==> src/rtl/dmem_arbiter_if.sv <==
// -----------------------------------------------------------------------------
// dmem_arbiter_if
//   Bundles the three buses around the data-memory arbiter: the processor
//   request port (proc_*), the VGA/framebuffer request port (vga_*) and the
//   single-port RAM side (mem_*).
//   Modports:
//     slave  - the arbiter's view (requests/mem_q in, stall/grant/read data
//              and RAM controls out)
//     master - the environment's view (requesters plus RAM model)
// -----------------------------------------------------------------------------
interface dmem_arbiter_if #(
    parameter int ADDR_W = 12,
    parameter int DATA_W = 32
);
    // Processor port
    logic              proc_req;
    logic [ADDR_W-1:0] proc_addr;
    logic              proc_wren;
    logic [DATA_W-1:0] proc_wdata;
    logic              proc_stall;
    logic              proc_rvalid;
    logic [DATA_W-1:0] proc_rdata;
    // VGA/framebuffer port
    logic              vga_req;
    logic [ADDR_W-1:0] vga_addr;
    logic              vga_wren;
    logic [DATA_W-1:0] vga_wdata;
    logic              vga_gnt;
    logic              vga_rvalid;
    logic [DATA_W-1:0] vga_rdata;
    // RAM side
    logic [ADDR_W-1:0] mem_address;
    logic [DATA_W-1:0] mem_data;
    logic              mem_wren;
    logic [DATA_W-1:0] mem_q;

    modport slave (
        input  proc_req, proc_addr, proc_wren, proc_wdata,
        output proc_stall, proc_rvalid, proc_rdata,
        input  vga_req, vga_addr, vga_wren, vga_wdata,
        output vga_gnt, vga_rvalid, vga_rdata,
        output mem_address, mem_data, mem_wren,
        input  mem_q
    );

    modport master (
        output proc_req, proc_addr, proc_wren, proc_wdata,
        input  proc_stall, proc_rvalid, proc_rdata,
        output vga_req, vga_addr, vga_wren, vga_wdata,
        input  vga_gnt, vga_rvalid, vga_rdata,
        input  mem_address, mem_data, mem_wren,
        output mem_q
    );
endinterface

==> src/rtl/dmem_arbiter.sv <==
// -----------------------------------------------------------------------------
// dmem_arbiter
//   Shares one single-port data memory between the processor (P) and the
//   VGA/framebuffer engine (V). At most one requester is granted per cycle;
//   P wins by default, but after STARVE_LIMIT consecutive contended P grants
//   V is forced through. Read data (1-cycle RAM latency) is steered back to
//   whichever port owned the previous cycle's read.
//   Ports:
//     clock - rising-edge system clock
//     reset - synchronous, active-low
//     bus   - dmem_arbiter_if.slave (proc_*, vga_*, mem_* signals)
// -----------------------------------------------------------------------------
module dmem_arbiter #(
    parameter int ADDR_W       = 12,
    parameter int DATA_W       = 32,
    parameter int STARVE_LIMIT = 4
) (
    input  logic          clock,
    input  logic          reset,
    dmem_arbiter_if.slave bus
);
    localparam int CNT_W = (STARVE_LIMIT < 1) ? 1 : $clog2(STARVE_LIMIT + 1);
    localparam logic [CNT_W-1:0] CNT_LIMIT = CNT_W'(STARVE_LIMIT);

    logic [CNT_W-1:0] starve_cnt_reg, starve_cnt_next;
    // rd_own_reg[0]: P read issued last cycle, rd_own_reg[1]: V read issued last cycle
    logic [1:0]       rd_own_reg, rd_own_next;
    logic             grant_p, grant_v;

    // Grant decision; everything is held off while reset is asserted.
    always_comb begin
        grant_p = 1'b0;
        grant_v = 1'b0;
        if (reset) begin
            if (bus.proc_req && bus.vga_req) begin
                if (starve_cnt_reg == CNT_LIMIT) grant_v = 1'b1;
                else                             grant_p = 1'b1;
            end else if (bus.proc_req) begin
                grant_p = 1'b1;
            end else if (bus.vga_req) begin
                grant_v = 1'b1;
            end
        end
    end

    // Counts contended cycles lost by V; any V grant or V going idle clears it.
    // Cannot pass CNT_LIMIT because reaching it forces the V grant next cycle.
    always_comb begin
        starve_cnt_next = '0;
        if (grant_p && bus.vga_req) starve_cnt_next = starve_cnt_reg + CNT_W'(1);
    end

    always_comb begin
        rd_own_next = {grant_v & ~bus.vga_wren, grant_p & ~bus.proc_wren};
    end

    always_ff @(posedge clock) begin
        if (!reset) begin
            starve_cnt_reg <= '0;
            rd_own_reg     <= '0;
        end else begin
            starve_cnt_reg <= starve_cnt_next;
            rd_own_reg     <= rd_own_next;
        end
    end

    // RAM side mux; idle bus drives zeros so the RAM never sees a stray write.
    always_comb begin
        bus.mem_address = '0;
        bus.mem_data    = '0;
        bus.mem_wren    = 1'b0;
        if (grant_p) begin
            bus.mem_address = bus.proc_addr;
            bus.mem_data    = bus.proc_wdata;
            bus.mem_wren    = bus.proc_wren;
        end else if (grant_v) begin
            bus.mem_address = bus.vga_addr;
            bus.mem_data    = bus.vga_wdata;
            bus.mem_wren    = bus.vga_wren;
        end
    end

    assign bus.proc_stall = reset & bus.proc_req & ~grant_p;
    assign bus.vga_gnt    = grant_v;

    // Returns are also gated by reset so that a read granted just before
    // reset asserts never reports valid data.
    assign bus.proc_rvalid = rd_own_reg[0] & reset;
    assign bus.vga_rvalid  = rd_own_reg[1] & reset;
    assign bus.proc_rdata  = bus.proc_rvalid ? bus.mem_q : '0;
    assign bus.vga_rdata   = bus.vga_rvalid  ? bus.mem_q : '0;
endmodule
==> src/flat_wrapper.sv <==
// flat-port wrapper written by rule: the top's interface ports become plain ports
module dmem_arbiter_flat 
#(
    parameter int ADDR_W       = 12,
    parameter int DATA_W       = 32,
    parameter int STARVE_LIMIT = 4
)
  (clock, reset, bus_proc_req, bus_proc_addr, bus_proc_wren, bus_proc_wdata, bus_proc_stall, bus_proc_rvalid, bus_proc_rdata, bus_vga_req, bus_vga_addr, bus_vga_wren, bus_vga_wdata, bus_vga_gnt, bus_vga_rvalid, bus_vga_rdata, bus_mem_address, bus_mem_data, bus_mem_wren, bus_mem_q);
  dmem_arbiter_if #(.ADDR_W(ADDR_W), .DATA_W(DATA_W)) bus_i ();
  input  logic clock;
  input  logic reset;
  input wire logic [$bits(bus_i.proc_req)-1:0] bus_proc_req;
  input wire logic [$bits(bus_i.proc_addr)-1:0] bus_proc_addr;
  input wire logic [$bits(bus_i.proc_wren)-1:0] bus_proc_wren;
  input wire logic [$bits(bus_i.proc_wdata)-1:0] bus_proc_wdata;
  output wire logic [$bits(bus_i.proc_stall)-1:0] bus_proc_stall;
  output wire logic [$bits(bus_i.proc_rvalid)-1:0] bus_proc_rvalid;
  output wire logic [$bits(bus_i.proc_rdata)-1:0] bus_proc_rdata;
  input wire logic [$bits(bus_i.vga_req)-1:0] bus_vga_req;
  input wire logic [$bits(bus_i.vga_addr)-1:0] bus_vga_addr;
  input wire logic [$bits(bus_i.vga_wren)-1:0] bus_vga_wren;
  input wire logic [$bits(bus_i.vga_wdata)-1:0] bus_vga_wdata;
  output wire logic [$bits(bus_i.vga_gnt)-1:0] bus_vga_gnt;
  output wire logic [$bits(bus_i.vga_rvalid)-1:0] bus_vga_rvalid;
  output wire logic [$bits(bus_i.vga_rdata)-1:0] bus_vga_rdata;
  output wire logic [$bits(bus_i.mem_address)-1:0] bus_mem_address;
  output wire logic [$bits(bus_i.mem_data)-1:0] bus_mem_data;
  output wire logic [$bits(bus_i.mem_wren)-1:0] bus_mem_wren;
  input wire logic [$bits(bus_i.mem_q)-1:0] bus_mem_q;
  assign bus_i.proc_req = bus_proc_req;
  assign bus_i.proc_addr = bus_proc_addr;
  assign bus_i.proc_wren = bus_proc_wren;
  assign bus_i.proc_wdata = bus_proc_wdata;
  assign bus_proc_stall = bus_i.proc_stall;
  assign bus_proc_rvalid = bus_i.proc_rvalid;
  assign bus_proc_rdata = bus_i.proc_rdata;
  assign bus_i.vga_req = bus_vga_req;
  assign bus_i.vga_addr = bus_vga_addr;
  assign bus_i.vga_wren = bus_vga_wren;
  assign bus_i.vga_wdata = bus_vga_wdata;
  assign bus_vga_gnt = bus_i.vga_gnt;
  assign bus_vga_rvalid = bus_i.vga_rvalid;
  assign bus_vga_rdata = bus_i.vga_rdata;
  assign bus_mem_address = bus_i.mem_address;
  assign bus_mem_data = bus_i.mem_data;
  assign bus_mem_wren = bus_i.mem_wren;
  assign bus_i.mem_q = bus_mem_q;
  dmem_arbiter #(.ADDR_W(ADDR_W), .DATA_W(DATA_W), .STARVE_LIMIT(STARVE_LIMIT)) u_core (.clock(clock), .reset(reset), .bus(bus_i));
endmodule
==> config.mk <==
export PLATFORM = sky130hd
export DESIGN_NAME = dmem_arbiter_flat
export DESIGN_NICKNAME = d
export VERILOG_FILES = /design/src/rtl/dmem_arbiter_if.sv /design/src/rtl/dmem_arbiter.sv /design/src/flat_wrapper.sv
export SDC_FILE = /design/constraint.sdc
export NUM_CORES = 1
export LEC_CHECK = 0
export CAP_MARGIN = 20
export CELL_PAD_IN_SITES_DETAIL_PLACEMENT = 0
export CELL_PAD_IN_SITES_GLOBAL_PLACEMENT = 1
export CORE_ASPECT_RATIO = 0.5
export CORE_MARGIN = 2
export CORE_UTILIZATION = 11
export CTS_BUF_LIST = sky130_fd_sc_hd__clkbuf_8
export DETAILED_ROUTE_END_ITERATION = 12
export HOLD_SLACK_MARGIN = 0.06
export PLACE_DENSITY = 0.82
export SKIP_CTS_REPAIR_TIMING = 1
export SLEW_MARGIN = 20
export SYNTH_ARGS = -nofsm -noshare
export SYNTH_HDL_FRONTEND = slang
export SYNTH_SLANG_ARGS = --single-unit
export TNS_END_PERCENT = 10
==> constraint.sdc <==
create_clock -name clock -period 1.7 [get_ports clock]
set_input_delay 0.17 -clock clock [delete_from_list [all_inputs] [get_ports clock]]
set_output_delay 0.17 -clock clock [all_outputs]
set_load 0.05 [all_outputs]
---- Word-level counts from Yosys, hierarchy flattened ----
Cells that the tools add are included.
word-level totals
  flip-flop bits (word level) ............. 5
  bits of input ports ..................... 126
  output and inout bits ................... 113
  logic and storage cells ................. 33
operators by class
  add/sub/neg operators ................... 1
  equality and inequality tests ........... 1
  muxes and demuxes ....................... 17
  bitwise logic cells ..................... 9
  reduce and logical (&&, ||, !) cells .... 3
operator list
  cell                                          count
  two-way mux 32 bit                            4
  two-way mux 12 bit                            2
  two-way mux 1 bit                             11
  bitwise AND 1 bit                             6
  adder 3 x 1 -> 3 bit (second input constant)  1
  equality test 3 bit (second input constant)   1
  inverter 1 bit                                3
  logical AND 1 bit                             2
  AND reduction 2 bit                           1

---- Depth between registers and ports, before layout ----
  depth after elaboration ................. 6
  mapped depth ............................ 7
  gate-level depth less buffers ........... 5

---- Least setup slack after synthesis ----
Ideal clock, no wire load.
  path kind ............................... register -> output
  start ................................... register u_core.starve_cnt_reg[0]
  end ..................................... output bus_mem_data[23]
  arrival ................................. 1.686 ns
  data required time ...................... 1.530 ns
  path slack .............................. -0.156 ns
  stages on the path, launching flop included .. 7
  buffers on the path ..................... 1
  cell sequence ........................... dfxtp_1 -> inv_1 -> ha_1 -> nand2_2 -> a21oi_2 -> buf_2 -> a22o_1
on the way
  longest elaborated chain between the ends .. 6
  elaborated cells between the ends (all ways) .. 9
  those cells by class .................... 1 x eq/ne; 8 x mux
ends and longest elaborated chain
  element                 line                RTL
  from (decl)             dmem_arbiter.sv:25  logic [CNT_W-1:0] starve_cnt_reg, starve_cnt_next;
  from (signal assigned)  dmem_arbiter.sv:62  starve_cnt_reg <= starve_cnt_next;
  equality test 3 bit     dmem_arbiter.sv:36  if (starve_cnt_reg == CNT_LIMIT) grant_v = 1'b1;
  two-way mux 1 bit       dmem_arbiter.sv:36
  two-way mux 1 bit       dmem_arbiter.sv:35  if (bus.proc_req && bus.vga_req) begin
  two-way mux 1 bit       dmem_arbiter.sv:34  if (reset) begin
  named net bus_vga_gnt   flat_wrapper.sv:23  output wire logic [$bits(bus_i.vga_gnt)-1:0] bus_vga_gnt;
  two-way mux 32 bit      dmem_arbiter.sv:76  end else if (grant_v) begin
  two-way mux 32 bit      dmem_arbiter.sv:72  if (grant_p) begin
  to (decl)               flat_wrapper.sv:27  output wire logic [$bits(bus_i.mem_data)-1:0] bus_mem_data;
The timed path passes the listed nets, and every way through them passes these cells.

---- Final worst setup path ----
  start ................................... register u_core.starve_cnt_reg[1]
  end ..................................... output bus_mem_data[1]
on the way
  longest elaborated chain between the ends .. 6
  elaborated cells between the ends (all ways) .. 9
  those cells by class .................... 1 x eq/ne; 8 x mux
ends and longest elaborated chain
  element                  line
  equality test 3 bit (*)  dmem_arbiter.sv:36
  two-way mux 1 bit        dmem_arbiter.sv:36
  two-way mux 1 bit        dmem_arbiter.sv:35
  two-way mux 1 bit        dmem_arbiter.sv:34
  two-way mux 32 bit       dmem_arbiter.sv:76
  two-way mux 32 bit (*)   dmem_arbiter.sv:72
Every way passes the cells marked *; elsewhere a longest branch is shown, timed or not.

==> summary.md <==
The first-pass GRT wire length was 13600 um. Period utilization: 106%. The upper clock frequency limit was 0.556 GHz; the data required time at the worst endpoint was 1.53 ns.

The initialized floorplan defines 26 standard-cell rows. Synthesis instantiated 21 different standard cells from the library. Setup repair after global routing could not meet its margin everywhere.

Headroom to the max-slew limit came out at 80.0%. After Yosys synthesis, XOR and XNOR cells account for 0% of the synthesized area. For the worst-case register-to-register setup slack, the log shows 0.45 ns.

The leading cell type in the layout, fill and taps excluded was sky130_fd_sc_hd__clkdlybuf4s50_1. Power comes to 1.72 mW. The number of antenna repair diodes came out at 0.

In this run the critical register-to-register path is captured at u_core.rd_own_reg[1]$_SDFF_PN0_. During synthesis, Yosys emitted a total of 0 warnings. The run finished, with violations left. The region available for standard cell placement spans 0.0104 mm^2. OpenSTA, run right after detailed placement, puts the worst setup slack at -0.0951 ns.

The H-tree level count was 1; the per-cell via count in the routed design was 4.19. The vertical die dimension came out at 77.8 um. Sort of element at the end of the critical path: an output port. Share of the synthesized area in the top cell type: 33.4%. The register with the most flip-flops in the layout has 3 of them.

The largest total area in the synthesized netlist belongs to sky130_fd_sc_hd__and3_1. Synthesis handed over a netlist of 157 instances. The clock arrives with 0.000293 ns of skew. The initial antenna violation count is 0. Leaving out filler cells and counting taps, the final layout contains 544. Setup violations remaining at the end of the flow were counted as 45. Relative to the synthesized area, the layout overhead comes to 365%. The run gives 10800 um as the total length of routed wires. The checks that failed: setup timing. The critical path contains buffers and inverters numbering 4 combined. The tools report the maximum number of pins on one net before global-route repair as 59. The sequential cell area fraction in the yosys report came out at 8.35%.

The tree is rooted in a sky130_fd_sc_hd__clkbuf_8. The run gives 2243 as the number of global-route vias before repair. Cell family with the largest share of critical-path delay: buffers and inverters. The worst register-to-register path begins at u_core.starve_cnt_reg[1]$_SDFF_PN0_. The count of cells along the worst register-to-register path was 7. TritonCTS built the clock tree. The post-synthesis average cell area came out at 7.63 um^2. The logs give 0 for the number of endpoints with negative hold slack in the final report and 0 for the total global routing overflow.

The tool flagged a number of max-cap violations equal to 0. For this run, design rule violations remaining after detail routing come to 0. The run gives 0.798 as the weighted congestion reported at the end of routability-driven placement. The worst setup path is of the reg -> out kind. Once detailed placement completed, the half-perimeter wirelength came to 7710 um. The biggest fanout along the worst timing path is 7. The total negative setup slack is -2.76 ns. The dominant combinational cell family by area after synthesis is simple AND/OR/NAND/NOR gates. The net count of the finished layout is 533. For this design the top-level I/O count stands at 239. The tools report the netlist area before placement as 0.00120 mm^2. Of the total synthesized cell area, the portion taken by AND, OR, NAND and NOR gates is 39.4%. In this run, placement finished with an instance count of 526. Number of buffers added on ports: 238. The die footprint was 0.0118 mm^2; the worst stage delay on the critical path was 0.31 ns.

Initial core utilization: 11.5%. Global routing used 15.0% of the available tracks. The worst-case hold path end point was u_core.starve_cnt_reg[0]$_SDFF_PN0_.

In this run the most critical hold path is launched from u_core.starve_cnt_reg[0]$_SDFF_PN0_. For the final worst-path setup slack, the log shows -0.0973 ns. Leakage power total: 2.54 nW. The actual slew at the worst max-slew pin was 0.300 ns. STA classifies the critical path startpoint as a flip-flop. For this design the ratio of total power to cell area is 308 mW/mm^2. The worst hold path class is reg -> reg. At the worst endpoint, the arrival time is 1.63 ns.

Post-synthesis adder-cell area fraction: 2.09%. The tools report the total vias in the final route as 2281. Walking the worst path, the cells encountered are inv_2 -> ha_4 -> nand2_4 -> a21oi_4 -> buf_6 -> buf_8 -> a22o_1 -> buf_12. Of the cells placed in the final design, the portion with a size suffix greater than 1 is 47.5%. The synthesized netlist devotes 35.4% of its cell area to compound gates. From left edge to right edge, the die measures 152 um. In this run the deepest clock path goes through 2 buffers.

The clock slew seen by the registers of the worst setup and hold paths was 0.04 ns. The detailed router finished its first iteration with 89 violations. The top cell types in the final layout, fill and taps aside, are 124 x sky130_fd_sc_hd__clkdlybuf4s50_1, 118 x sky130_fd_sc_hd__buf_12, 64 x sky130_fd_sc_hd__and3_1. Final critical-path required period: 1.80 ns.

The largest individual stage delay along the critical path comes from the cell sky130_fd_sc_hd__dfxtp_2. Clock tree synthesis inserted a total of 3 buffers. IR analysis of the VDD net gives a maximum drop of 133 uV. The run gives 0 as the final antenna-violating net count.

The number of nets produced by synthesis was 285. The tools report the fill cell instance count of the final layout as 861. The final core utilization was 53.5%. For the clock latency of the later-clocked register in the worst-skew pair, the log shows 0.22 ns. Ranked by total cell area, the synthesized netlist is headed by sky130_fd_sc_hd__and3_1 33%, sky130_fd_sc_hd__a22o_1 33%, sky130_fd_sc_hd__dfxtp_1 8.4%. For this run, the detailed router's first-pass iteration total came to 4. Synthesis inferred 5 register bits. The routed wire length per instance was 19.8 um; the cell count of the worst hold path was 2.

The portion of synthesized area spent on multiplexers is 0.835%. The final count of pins violating max slew was 0; the number of clock sinks was 5.
[cell type report]
type / count / area [um^2] / share of cell area (%)
clock inverters: 1 / 3.75 / 0.0674
inverters: 3 / 11.3 / 0.202
flip-flops and latches: 5 / 103 / 1.84
clock buffers: 3 / 41.3 / 0.741
multi-input cells: 127 / 1320 / 23.6
well taps: 140 / 175 / 3.14
repair buffers: 265 / 3920 / 70.4
[worst min-delay path: stages, from the launching register on]
cell and delay, ns:
sky130_fd_sc_hd__dfxtp_2 0.32, sky130_fd_sc_hd__buf_4 0.11, sky130_fd_sc_hd__nor3b_1 0.04
[routing by layer]
metal	routed length, um	part of all wire, %	vias to the layer above	track usage [%]
met3	149	1.4	14	1.29
met4	206	1.9	0	3.70
met2	6140	57	32	28.5
met5	0	0	-	0
li1	-	-	1110	-
met1	4300	40	1125	18.1
[cells by family (layout without fill, tap and decap cells)]
logic type | Yosys count | count (layout)
buffers and inverters | 25 | 272
AO/OA/AOI/OAI | 47 | 47
multiplexers | 1 | 1
AND/OR/NAND/NOR | 77 | 77
adder cells (fa/ha/maj) | 2 | 2
flip-flops | 5 | 5
[worst max path at each step]
stage | start | to | slack (ns) | cells after the start
2_1_floorplan | u_core.starve_cnt_reg[0]$_SDFF_PN0_ | bus_mem_address[10] | -0.02 | 7
3_5_place_dp | reset | bus_mem_address[0] | -0.1 | 6
4_1_cts | u_core.starve_cnt_reg[0]$_SDFF_PN0_ | bus_mem_data[19] | -0.28 | 7
5_1_grt | u_core.starve_cnt_reg[1]$_SDFF_PN0_ | bus_mem_data[1] | -0.15 | 8
3_3_place_gp | reset | bus_mem_address[0] | -0.09 | 6
6_report | u_core.starve_cnt_reg[1]$_SDFF_PN0_ | bus_mem_data[1] | -0.1 | 8
[synth_stat cells, drive strengths merged]
cell and instances:
and3 64, a22o 45, clkbuf 13, buf 9, dfxtp 5, inv 3
nand2 3, nor2 3, and2 2, ha 2, nor3b 2, a21oi 1
a31oi 1, and2b 1, mux2i 1, nand3 1, nor2b 1
[per-stage QoR]
step,hold slack (ns),cell area (um^2)
finish,0.507,5570
global route,0.529,5570
floorplan,0.242,1210
detailed placement,0.513,4880
global placement,0.501,4880
CTS,0.519,4930
[where the power goes]
| group | leakage [nW] | switching (mW) | internal, mW |
|---|---|---|---|
| clock | 0.0269 | 0.0615 | 0.155 |
| sequential | 0.0416 | 0.00120 | 0.121 |
| combinational | 2.47 | 0.614 | 0.764 |
| total | 2.54 | 0.677 | 1.04 |
Power figures use the tool's default switching activity.
==> edit 1 (same settings) <==
Make the reset (`reset`) asynchronous in one clocked block.
--- a/src/rtl/dmem_arbiter.sv
+++ b/src/rtl/dmem_arbiter.sv
@@ -54,7 +54,7 @@
         rd_own_next = {grant_v & ~bus.vga_wren, grant_p & ~bus.proc_wren};
     end
 
-    always_ff @(posedge clock) begin
+    always_ff @(posedge clock or negedge reset) begin
         if (!reset) begin
             starve_cnt_reg <= '0;
             rd_own_reg     <= '0;
Formal check against the unedited RTL: no difference found for any inputs over 10 cycles, from zero or initial values and one cycle with reset low; that may be too few to reach the edited logic, so the function may still have changed.
==> edit 1 against the original RTL <==
The flow still finishes with violations (setup timing). Cell area shrank 3.0%. Largest power group unchanged. Worst setup slack gained 40 ps. Critical endpoint is now bus_mem_data[27]. Via count grew 31%. Synthesized area grew 50%. Routed wire length grew 14%. Clock skew is essentially flat. Maximum frequency grew 2.3%. Sequential cell count is the same. Total power shrank 9.7%.
==> edit 1: results (changes against the original RTL) <==
- Outcome: finished, violations left
- Failing checks: setup timing
- Via/cell ratio: 4.183 (-0.24%)
- Multi-input combinational area share: 28.50% (+4.9 points)
- PnR worst setup slack: -57.04 ps (+40.27 ps)
- Final Util: 34.44% (-19 points)
- Switching pwr: 0.6900 mW (+2.0%)
- Largest net degree at the start of global routing: 73 (+24%)
- Number of non-clock buffers: 264 (-0.38%)
- Crit Path Max Fanout: 8 (+1)
- Final setup viols: 43 (-4.4%)
- Tot GR Track Use: 12.14% (-2.8 points)
- Multi-input combinational cell count: 219 (+72%)
- CP arrival: 1590 ps (-40 ps)
- Asr flop ratio synth: 100.0% (+100 points)
- Final WL: 12310 um (+14%)
- Setup WS pre-CTS: -6.310 ps (+88.84 ps)
- Tightest Pin Transition: 438.7 ps (+138.5 ps)
- Layout Cells excl Fill: 716 (+32%)
- Final TNS setup: -1148 ps (+1608 ps)
- Post-Syn Instances: 269 (+71%)
- Dpl hpwl: 9125 um (+18%)
- Worst min path class: in2reg
- Worst Clk Skew: 0.4519 ps (+0.1594 ps)
- Register area: 125.1 sq um (+22%)
- Main area contributors after synthesis: nand3_1 25%, and3_1 23%, o22ai_2 14%
- Initial DRC Count: 177 (+99%)
- Die area: 17430 sq um (+48%)
- Cell variety after synth: 22 (+4.8%)
- Layout Nets: 624 (+17%)
- FILL cells: 1618 (+88%)
- Sequential fraction of the synthesis area: 6.964% (-1.4 points)
- Vias in the first global route: 2718 (+21%)
- Synth cell count leaders: 91 x nand3_1, 65 x and3_1, 25 x o22ai_1
- Layout cells sized above 1: 36.97% (-11 points)
- CP max-delay cell: dfrtp_1
- Syn nets: 397 (+39%)
- Lkg Pwr: 2.280 nW (-10%)
- Max incr delay on CP: 380 ps (+70 ps)
- Clock-cell share of area: 0.8333% (+0.025 points)
- Main synth FF type: dfrtp_1
[edit 1: cell types whose count changed in the layout (fill, tap and decap cells not counted), moves of 12 or more]
cell     before  now
a22o_4       41    0
buf_12      118   74
buf_4         8   24
buf_6         6   35
nand3_1       1   91
o22ai_1       0   12
o22ai_2       0   28
[edit 1: cells by family after synthesis]
kind of cell               count (synthesis)  share of synthesized area [%]
DFF                                        5                          6.964
adders and majority gates                  2                          1.393
and+or+nand+nor                          169                          52.23
AOI/OAI and AO/OA                         47                          23.54
buffers and inverters                     46                          15.88
[edit 1: final timing paths]
check	startpoint	end	slack (ps)	cells after the start
min in group asynchronous	reset	u_core.starve_cnt_reg[0]	420	2
max reg2reg	u_core.starve_cnt_reg[1]	u_core.starve_cnt_reg[2]	420	5
min reg2reg	u_core.starve_cnt_reg[0]	u_core.starve_cnt_reg[0]	560	2
min	reset	u_core.starve_cnt_reg[2]	340	3
max	u_core.starve_cnt_reg[0]	bus_mem_data[27]	-60	6
max in group asynchronous	reset	u_core.rd_own_reg[1]	900	3
[edit 1: worst reg2reg max path, stage by stage, from the launching register on]
cell,delay [ps]
dfrtp_1,360
inv_2,50
ha_4,170
buf_4,130
or3b_1,370
a21oi_1,130
[edit 1: power by group through the flow]
stage               clock (mW)  sequential, mW  combinational [mW]
finish                   0.213           0.124                1.21
global route             0.230           0.124                1.26
CTS                      0.219           0.123                1.14
detailed placement           0           0.125                1.14
global placement             0           0.125                1.13
floorplan                    0           0.126               0.575
[edit 1: per-layer routing]
| layer | track usage (%) | part of all wire [%] | vias to the layer above |
|---|---|---|---|
| met1 | 15.79 | 42 | 1451 |
| li1 | - | - | 1476 |
| met5 | 0 | 0 | - |
| met3 | 0.6556 | 2.3 | 8 |
| met2 | 22.84 | 55 | 60 |
| met4 | 1.587 | 0.85 | 0 |
==> edit 2 (same flow settings) <==
Without the edit above. `STARVE_LIMIT` is set to 4 in 2 places; all go to 8.
--- a/src/rtl/dmem_arbiter.sv
+++ b/src/rtl/dmem_arbiter.sv
@@ -13,7 +13,7 @@
 module dmem_arbiter #(
     parameter int ADDR_W       = 12,
     parameter int DATA_W       = 32,
-    parameter int STARVE_LIMIT = 4
+    parameter int STARVE_LIMIT = 8
 ) (
     input  logic          clock,
     input  logic          reset,
--- a/src/flat_wrapper.sv
+++ b/src/flat_wrapper.sv
@@ -3,7 +3,7 @@
 #(
     parameter int ADDR_W       = 12,
     parameter int DATA_W       = 32,
-    parameter int STARVE_LIMIT = 4
+    parameter int STARVE_LIMIT = 8
 )
   (clock, reset, bus_proc_req, bus_proc_addr, bus_proc_wren, bus_proc_wdata, bus_proc_stall, bus_proc_rvalid, bus_proc_rdata, bus_vga_req, bus_vga_addr, bus_vga_wren, bus_vga_wdata, bus_vga_gnt, bus_vga_rvalid, bus_vga_rdata, bus_mem_address, bus_mem_data, bus_mem_wren, bus_mem_q);
   dmem_arbiter_if #(.ADDR_W(ADDR_W), .DATA_W(DATA_W)) bus_i ();
Behaviour: not the same (a bounded check fails within 10 cycles, from zero or initial values and one cycle with reset low).
==> edit 2 against the original RTL <==
The flow still finishes with violations (setup timing). Clock power is 3% lower. Synthesized area is 1.5% higher. Routed wire length down 22%. Worst setup slack worse by 64 ps. Via count fell by 1.4%. Non-clock buffer count decreased by 12. Sequential cell count up 1. Cell area down 7.7%. Maximum frequency down 3.4%. Die area grew 1.4%. Total power shrank 7.1%. Largest power group unchanged.
==> edit 2: results (changes against the original RTL) <==
- Outcome: finished, violations left
- Failing checks: setup timing
- Largest net degree at the start of global routing: 51 (-14%)
- Asr flop ratio synth: 0% (unchanged)
- Dpl hpwl: 6790 um (-12%)
- Global-route wire length before repair: 12390 um (-9.2%)
- FILL cells: 992 (+15%)
- TritonCTS buffer count: 3 (unchanged)
- Layout Nets: 525 (-1.5%)
- H-tree depth: 1 (unchanged)
- Layout cells sized above 1: 37.97% (-9.6 points)
- Crit Path Max Fanout: 20 (+13)
- Layout Cells excl Fill: 540 (-0.74%)
- # diodes: 0 (unchanged)
- PnR worst setup slack: -161.1 ps (-63.82 ps)
- Tot GR Track Use: 12.67% (-2.3 points)
- Sequential fraction of the synthesis area: 9.877% (+1.5 points)
- Synth cell count leaders: 64 x and3_1, 45 x a22o_1, 13 x clkbuf_1
- Final WL: 8457 um (-22%)
- CP arrival: 1690 ps (+60 ps)
- Slew headroom: 81.48% (+1.5 points)
- Avg Cell Area, Syn: 7.507 sq um (-1.7%)
- Number of flip-flops in the largest register: 4 (+1)
- Main area contributors after synthesis: and3_1 33%, a22o_1 32%, dfxtp_1 9.9%
- Lkg Pwr: 2.293 nW (-9.6%)
- Worst skew pair latency: 220 ps (about the same)
- Main synth FF type: dfxtp_1
- Clock Pin Slew Worst Setup and Hold Paths: 40 ps (about the same)
- Synth warn: 0 (unchanged)
- Via/cell ratio: 4.167 (-0.63%)
- GPL Wtd Cong: 0.7771 (-2.6%)
- Initial DRC Count: 66 (-26%)
- Vias in the first global route: 2309 (+2.9%)
- Worst Clk Skew: 3.199 ps (+2.907 ps)
- Worst min path class: in2reg
- Syn nets: 290 (+1.8%)
- Root Driver: clkbuf_8
- Maximum vdd drop: 0.1409 mV (+5.8%)
- Final setup viols: 45 (unchanged)
- Cell variety after synth: 20 (-4.8%)
[edit 2: power by group]
| group | internal (mW) | switching, mW | leakage (nW) |
|---|---|---|---|
| Combinational | 0.687 | 0.551 | 2.22 |
| Clock | 0.152 | 0.0583 | 0.0216 |
| Sequential | 0.145 | 0.00167 | 0.0496 |
| Total | 0.983 | 0.611 | 2.29 |
[edit 2: layout make-up]
type | count | area, sq um | share of cell area (%)
clock buffer | 3 | 41.29 | 0.8031
inverter | 4 | 15.01 | 0.2920
multi-input combinational | 129 | 1057 | 20.56
sequential | 6 | 122.6 | 2.385
tap | 145 | 181.4 | 3.529
timing repair buffer | 253 | 3724 | 72.43
[edit 2: worst paths after layout]
check,startpoint,end,slack (ps),cells past startpoint
setup reg to reg,u_core.starve_cnt_reg[1],u_core.rd_own_reg[0],380,6
hold / removal,bus_vga_wren,u_core.rd_own_reg[1],520,2
hold reg to reg,u_core.starve_cnt_reg[2],u_core.starve_cnt_reg[2],540,2
setup / recovery,u_core.starve_cnt_reg[1],bus_mem_data[25],-160,7
[edit 2: kinds of logic after synthesis]
family	Yosys count	synth area share (%)
flip-flops	6	9.877
AND/OR/NAND/NOR	78	39.92
adder cells (fa/ha/maj)	2	2.057
XOR/XNOR	2	1.441
buffers and inverters	27	12.76
AO/OA/AOI/OAI	47	33.95
[edit 2: routing by layer]
layer | vias to the layer above | global-route usage (%) | wire length [um]
met5 | - | 0 | 0
met3 | 19 | 1.601 | 301
met1 | 1063 | 13.14 | 3071
met2 | 75 | 26.19 | 4859
li1 | 1093 | - | -
met4 | 0 | 4.722 | 225
[edit 2: critical path, stage by stage (launching register included)]
cell and delay (ps):
dfxtp_2 330, inv_2 60, ha_4 120, nand3b_4 100, o211a_4 290, buf_12 160, a22o_1 220, buf_12 160
[edit 2: per-stage QoR]
stage               hold slack (ps)  setup WS [ps]  cell area [sq um]  TNS, ps
finish                        521.0         -161.1               5141    -6320
global route                  541.0         -228.2               5141    -9396
CTS                           520.9         -248.2               4966   -10390
detailed placement            509.5         -72.50               4925    -1864
global placement              505.9         -56.43               4925    -1187
floorplan                     241.6         -87.27               1217   -610.9
